--- config.mk ---
export PLATFORM = sky130hd
export DESIGN_NAME = mc_controller_hs
export DESIGN_NICKNAME = d
export VERILOG_FILES = /design/src/rtl/mc_controller_hs.sv
export SDC_FILE = /design/constraint.sdc
export NUM_CORES = 1
export LEC_CHECK = 0
export ABC_AREA = 1
export CAP_MARGIN = 20
export CORE_MARGIN = 1
export CORE_UTILIZATION = 40
export DETAILED_ROUTE_END_ITERATION = 8
export PLACE_DENSITY_LB_ADDON = 0.15
export SETUP_SLACK_MARGIN = 0.02
export SYNTH_ARGS = -nofsm -noshare
export SYNTH_HDL_FRONTEND = slang
export SYNTH_SLANG_ARGS = --single-unit
--- constraint.sdc ---
create_clock -name clk -period 4.82 [get_ports clk]
set_clock_uncertainty 0.1 [all_clocks]
set_input_delay 0.964 -clock clk [delete_from_list [all_inputs] [get_ports clk]]
set_output_delay 0.964 -clock clk [all_outputs]
set_load 0.05 [all_outputs]
--- src/rtl/mc_controller_hs.sv ---
// rtl/mc_controller_hs.sv - multi-cycle MIPS-subset control FSM with memory handshake, timeout and illegal-opcode trap
// Optional performance counters are built when MC_CTRL_PERFCNT_EN is defined.
module mc_controller_hs #(
  parameter int MEM_TIMEOUT = 15,
  parameter int CNT_WIDTH   = 32
) (
  input  logic                 clk,
  input  logic                 reset,
  input  logic [5:0]           OpCode,
  input  logic [5:0]           Funct,
  input  logic                 Zero,
  input  logic                 mem_ready,
  output logic                 mem_req,
  output logic                 PCWrite,
  output logic                 IorD,
  output logic                 MemRead,
  output logic                 MemWrite,
  output logic                 IRWrite,
  output logic                 MemtoReg,
  output logic                 RegWrite,
  output logic                 PCorData,
  output logic [1:0]           RegDst,
  output logic [1:0]           ALUSrcA,
  output logic [1:0]           ALUSrcB,
  output logic [1:0]           PCSource,
  output logic [3:0]           ALUOp,
  output logic                 ExtOp,
  output logic                 LuiOp,
  output logic                 err,
  output logic [1:0]           err_code,
  output logic [CNT_WIDTH-1:0] cycle_cnt,
  output logic [CNT_WIDTH-1:0] instr_cnt
);

  localparam int WAIT_W = $clog2(MEM_TIMEOUT + 2);

  typedef enum logic [3:0] {
    S_IF, S_ID, S_MADR, S_MRD, S_MWB, S_MWR, S_EXE, S_RWB, S_BR, S_JMP, S_ERR
  } state_t;

  state_t            state, state_nx;
  logic [WAIT_W-1:0] wait_cnt;
  logic [1:0]        err_code_nx;
  logic [2:0]        alu_lo;
  logic              r_type, in_mem, timeout;

  assign r_type  = (OpCode == 6'h00);
  assign in_mem  = (state == S_IF) || (state == S_MRD) || (state == S_MWR);
  // A ready strobe in the same cycle as the limit wins over the trap.
  assign timeout = (MEM_TIMEOUT != 0) && !mem_ready && (wait_cnt == WAIT_W'(MEM_TIMEOUT));

  assign ExtOp = !((OpCode == 6'h0b) || (OpCode == 6'h0c));
  assign LuiOp = (OpCode == 6'h0f);
  assign ALUOp = {OpCode[0], alu_lo};
  assign err   = (state == S_ERR);

  always_ff @(posedge clk) begin
    if (reset) begin
      state    <= S_IF;
      wait_cnt <= '0;
      err_code <= 2'b00;
    end else begin
      state    <= state_nx;
      err_code <= err_code_nx;
      if (state_nx != state)
        wait_cnt <= '0;
      else if (in_mem && !mem_ready)
        wait_cnt <= wait_cnt + WAIT_W'(1);
    end
  end

  always_comb begin
    state_nx    = state;
    err_code_nx = err_code;
    mem_req = 1'b0; PCWrite = 1'b0; IorD = 1'b0; MemRead = 1'b0; MemWrite = 1'b0;
    IRWrite = 1'b0; MemtoReg = 1'b0; RegWrite = 1'b0; PCorData = 1'b0;
    RegDst = 2'b00; ALUSrcA = 2'b00; ALUSrcB = 2'b00; PCSource = 2'b00; alu_lo = 3'b000;
    case (state)
      S_IF: begin
        mem_req = 1'b1; MemRead = 1'b1; ALUSrcB = 2'b01;
        IRWrite = mem_ready; PCWrite = mem_ready;
        if (mem_ready) state_nx = S_ID;
        else if (timeout) begin state_nx = S_ERR; err_code_nx = 2'b10; end
      end
      S_ID: begin
        ALUSrcB = 2'b11;
        case (OpCode)
          6'h00:                      state_nx = (Funct == 6'h08 || Funct == 6'h09) ? S_JMP : S_EXE;
          6'h02, 6'h03:               state_nx = S_JMP;
          6'h08, 6'h09, 6'h0a, 6'h0b,
          6'h0c, 6'h0f:               state_nx = S_EXE;
          6'h23, 6'h2b:               state_nx = S_MADR;
          6'h04, 6'h05:               state_nx = S_BR;
          default: begin state_nx = S_ERR; err_code_nx = 2'b01; end
        endcase
      end
      S_MADR: begin
        ALUSrcA = 2'b01; ALUSrcB = 2'b10;
        state_nx = (OpCode == 6'h23) ? S_MRD : S_MWR;
      end
      S_MRD: begin
        mem_req = 1'b1; MemRead = 1'b1; IorD = 1'b1;
        if (mem_ready) state_nx = S_MWB;
        else if (timeout) begin state_nx = S_ERR; err_code_nx = 2'b10; end
      end
      S_MWB: begin
        RegWrite = 1'b1; MemtoReg = 1'b1;
        state_nx = S_IF;
      end
      S_MWR: begin
        mem_req = 1'b1; MemWrite = 1'b1; IorD = 1'b1;
        if (mem_ready) state_nx = S_IF;
        else if (timeout) begin state_nx = S_ERR; err_code_nx = 2'b10; end
      end
      S_EXE: begin
        if (r_type) begin
          alu_lo  = 3'b010;
          ALUSrcA = (Funct == 6'h00 || Funct == 6'h02 || Funct == 6'h03) ? 2'b10 : 2'b01;
        end else begin
          ALUSrcA = 2'b01; ALUSrcB = 2'b10;
          if (OpCode == 6'h0c) alu_lo = 3'b100;
          else if (OpCode == 6'h0a || OpCode == 6'h0b) alu_lo = 3'b101;
        end
        state_nx = S_RWB;
      end
      S_RWB: begin
        RegWrite = 1'b1;
        RegDst   = r_type ? 2'b01 : 2'b00;
        state_nx = S_IF;
      end
      S_BR: begin
        ALUSrcA = 2'b01; PCSource = 2'b01; alu_lo = 3'b001;
        PCWrite  = (OpCode == 6'h04) ? Zero : !Zero;
        state_nx = S_IF;
      end
      S_JMP: begin
        PCWrite  = 1'b1;
        PCSource = r_type ? 2'b11 : 2'b10;
        if (OpCode == 6'h03 || (r_type && Funct == 6'h09)) begin
          RegWrite = 1'b1; PCorData = 1'b1;
          RegDst   = r_type ? 2'b01 : 2'b10;
        end
        state_nx = S_IF;
      end
      default: state_nx = S_ERR;
    endcase
  end

`ifdef MC_CTRL_PERFCNT_EN
  logic [CNT_WIDTH-1:0] cyc_q, ins_q;

  always_ff @(posedge clk) begin
    if (reset) begin
      cyc_q <= '0;
      ins_q <= '0;
    end else begin
      if (state != S_ERR) cyc_q <= cyc_q + CNT_WIDTH'(1);
      if (state_nx == S_IF && state != S_IF) ins_q <= ins_q + CNT_WIDTH'(1);
    end
  end

  assign cycle_cnt = cyc_q;
  assign instr_cnt = ins_q;
`else
  assign cycle_cnt = '0;
  assign instr_cnt = '0;
`endif

endmodule

==> flow_summary.json <==
{
  "status": "finished, final reports clean",
  "end_kind": "primary output",
  "cts.hold.buffers_added": 0,
  "chipHeight_um": 66.4,
  "drt_pre_antenna_iters": 4,
  "ys_ff_latch": 11,
  "insertedDiodeCount": 0,
  "numPortBuffers": 41,
  "cellPowerDensity_mw_per_mm2": 360,
  "synthesis.area_per_instance_um2": 6.12,
  "finalCritPeriodShare_pct": 87.3,
  "number_of_buffers_inserted_during_clock_tree_synthesis": 3,
  "synthToLayoutAreaGrowth_pct": 15.6,
  "cts.reportedPaths.clkPinSlew_ps": 50,
  "finalCriticalPeriod_ps": 4210,
  "maxSlewViolCount": 0,
  "post_synth_instance_area_mm2": 0.00166,
  "fillers": 451,
  "final_critical_path_setup_slack_ps": 610,
  "cts.repair_timing.setup_buffer_count": 0,
  "drcViolationCount": 0,
  "crit_fanout": 8,
  "place_worst_setup_slack_ps": 601,
  "finalSetupTns_ps": 0,
  "pin_count_of_the_biggest_net_entering_global_routing": 9,
  "track_usage_pct": 15.4,
  "grt_antenna_before_repair": 0,
  "clock_sink_count": 11,
  "worst_ep_arrival_time_ps": 3150,
  "ctsHtreeMaxLevel": 1,
  "initial_utilization_pct": 41.4,
  "seq_area_frac_synth_pct": 13.3,
  "cts-root-buf": "sky130_fd_sc_hd__clkbuf_8",
  "timing.critical_path.slowest_cell_delay_ps": 820,
  "final_core_utilization_pct": 47.9,
  "vias_per_cell": 4.19,
  "first_pass_grt_wire_length_um": 5290,
  "cts_tree": "built",
  "path_delay_family": "buffers and inverters",
  "syn-instance-count": 271,
  "placementRows": 23,
  "avgRoutedWirePerCell_um": 8.71,
  "max_cap_violations": 0,
  "ir_worst_vdd_mv": 0.225,
  "critPathBufInv": 3,
  "timing.critical_path.from_type": "input port",
  "fin_nets": 332,
  "ys.warnings.count": 0,
  "hold_ws_ps": 368,
  "via_count_of_the_first_global_routing_pass": 1188,
  "dieArea_mm2": 0.00441,
  "cp_data_required_time_ps": 3760,
  "initialDrtViolationCount": 71,
  "dr_total_vias": 1521,
  "criticalPathCategory": "input port to primary output",
  "place.gp.congestion": 0.848,
  "number_of_failing_hold_endpoints_at_the_final_stage": 0,
  "finalWirelength_um": 3160,
  "final-seq-area_um2": 220,
  "die_width_um": 66.4,
  "antenna_left": 0,
  "gr_overflow_total": 0,
  "setup-violations-final": 0,
  "clk_path_buf_depth": 2,
  "ios": 106,
  "timing_worst_slew_pin_value_ps": 518,
  "p_leak_nw": 1.00,
  "cts_resized": 0,
  "clock.fmax_mhz": 238,
  "rsz0062_at_grt": "false",
  "fp.coreArea_mm2": 0.00400,
  "hold_path.class": "flip-flop to flip-flop",
  "drive_above_1_share_pct": 6.07,
  "crit_chain": "clkdlybuf4s50_1 > nor2_4 > inv_1 > nor2_1 > nand2_1 > a21oi_1 > a21oi_1 > o21ai_0 > clkdlybuf4s50_1",
  "max_slew_margin_pct": 65.3,
  "timing.critical_path.slowest_stage_cell": "sky130_fd_sc_hd__clkdlybuf4s50_1",
  "place_hpwl_um": 2790,
  "worstSkewPairLatency_ps": 240,
  "area_of_the_multi_input_gates_um2": 998,
  "synth.lib_cells_used.distinct": 27
}
path summary, 6_finish.rpt:
check	slack, ps	from	endpoint	cells after the start
setup / recovery	610	OpCode[4]	RegWrite	9
hold / removal	370	err_code[0]$_SDFFE_PP0P_	err_code[0]$_SDFFE_PP0P_	2
setup reg to reg	2830	wait_cnt[0]$_SDFFE_PP0P_	wait_cnt[3]$_SDFFE_PP0P_	14
hold reg to reg	370	err_code[0]$_SDFFE_PP0P_	err_code[0]$_SDFFE_PP0P_	2
cell families after synthesis:
family	Yosys count	synth area share (%)
AO/OA/AOI/OAI	21	6.94
XOR/XNOR	4	2.11
other	1	0.226
buffers and inverters	114	40.8
AND/OR/NAND/NOR	117	34.5
flip-flops	11	13.3
multiplexers	1	0.679
adder cells (fa/ha/maj)	2	1.51
cell type report:
cell class / instances / share of cell area (%)
Inverter: 48 / 9.40
Sequential cell: 11 / 11.5
Tap cell: 50 / 3.26
Timing Repair Buffer: 41 / 21.4
Clock buffer: 4 / 2.35
Multi-Input combinational cell: 209 / 52.1
per-layer routing:
metal	track usage (%)	share of wire [%]
met4	3.99	1.2
met3	1.90	6.5
met1	21.5	48
met5	0	0
met2	24.9	44
worst min-delay path: stages (launching register included):
cell                      delay, ps
sky130_fd_sc_hd__dfxtp_1        310
sky130_fd_sc_hd__nand2_1         60
sky130_fd_sc_hd__a21oi_1         50
cell usage after synthesis:
cell | n | area share [%]
sky130_fd_sc_hd__mux2_2 | 1 | 0.68
sky130_fd_sc_hd__nor2_1 | 41 | 9.3
sky130_fd_sc_hd__nor2_2 | 1 | 0.38
sky130_fd_sc_hd__nor2_4 | 4 | 2.7
sky130_fd_sc_hd__inv_1 | 47 | 11
sky130_fd_sc_hd__inv_2 | 1 | 0.23
sky130_fd_sc_hd__xnor2_1 | 1 | 0.53
sky130_fd_sc_hd__nand3b_1 | 1 | 0.45
sky130_fd_sc_hd__xor2_1 | 3 | 1.6
sky130_fd_sc_hd__nand2_4 | 2 | 1.4
sky130_fd_sc_hd__o211ai_1 | 2 | 0.91
sky130_fd_sc_hd__nand3_4 | 1 | 1.1
sky130_fd_sc_hd__nand4_1 | 5 | 1.9
sky130_fd_sc_hd__a31oi_1 | 3 | 1.1
sky130_fd_sc_hd__o22ai_1 | 1 | 0.38
sky130_fd_sc_hd__a21oi_1 | 9 | 2.7
sky130_fd_sc_hd__nor3_1 | 1 | 0.30
sky130_fd_sc_hd__nand2_1 | 38 | 8.6
sky130_fd_sc_hd__conb_1 | 1 | 0.23
sky130_fd_sc_hd__ha_1 | 2 | 1.5
sky130_fd_sc_hd__nor3b_2 | 1 | 0.75
sky130_fd_sc_hd__nand2_2 | 2 | 0.75
sky130_fd_sc_hd__buf_4 | 66 | 30
sky130_fd_sc_hd__o21ai_0 | 6 | 1.8
sky130_fd_sc_hd__dfxtp_1 | 11 | 13
sky130_fd_sc_hd__nand3_2 | 3 | 1.8
sky130_fd_sc_hd__nand3_1 | 17 | 5.1
registers in the layout, indices dropped and copies added, names as in the netlist:
register / count
wait_cnt: 5
err_code: 2
state: 4
metrics by stage:
stage	instance area [um2]	std cells	power (mW)
after floorplan	1890	334	0.531
after global placement	1870	359	0.599
after detailed placement	1870	359	0.600
after CTS	1920	363	0.694
after global routing	1920	363	0.739
final	1920	363	0.689
cells in the final DEF, fill, tap and decap left out:
master                             n
sky130_fd_sc_hd__nor2_1           41
sky130_fd_sc_hd__o211ai_1          2
sky130_fd_sc_hd__conb_1           64
sky130_fd_sc_hd__nand3_1          17
sky130_fd_sc_hd__a31oi_1           3
sky130_fd_sc_hd__mux2_2            1
sky130_fd_sc_hd__clkdlybuf4s50_1  41
sky130_fd_sc_hd__clkbuf_1          1
sky130_fd_sc_hd__nand3b_1          1
sky130_fd_sc_hd__nand2_1          38
sky130_fd_sc_hd__nor3_1            1
sky130_fd_sc_hd__a21oi_1           9
sky130_fd_sc_hd__o21ai_0           6
sky130_fd_sc_hd__xnor2_1           1
sky130_fd_sc_hd__inv_2             1
sky130_fd_sc_hd__nand3_4           1
sky130_fd_sc_hd__clkbuf_8          3
sky130_fd_sc_hd__nand2_2           2
sky130_fd_sc_hd__nand3_2           3
sky130_fd_sc_hd__nor2_2            1
sky130_fd_sc_hd__nor2_4            4
sky130_fd_sc_hd__nor3b_2           1
sky130_fd_sc_hd__nand2_4           2
sky130_fd_sc_hd__dfxtp_1          11
sky130_fd_sc_hd__xor2_1            3
sky130_fd_sc_hd__ha_1              2
sky130_fd_sc_hd__o22ai_1           1
sky130_fd_sc_hd__inv_1            47
sky130_fd_sc_hd__nand4_1           5
where the power goes:
part / switching, mW / internal [mW] / total, mW
sequential: 0.0152 / 0.102 / 0.117
clock: 0.0348 / 0.0581 / 0.0929
combinational: 0.357 / 0.122 / 0.479
Power figures use the tool's default switching activity.
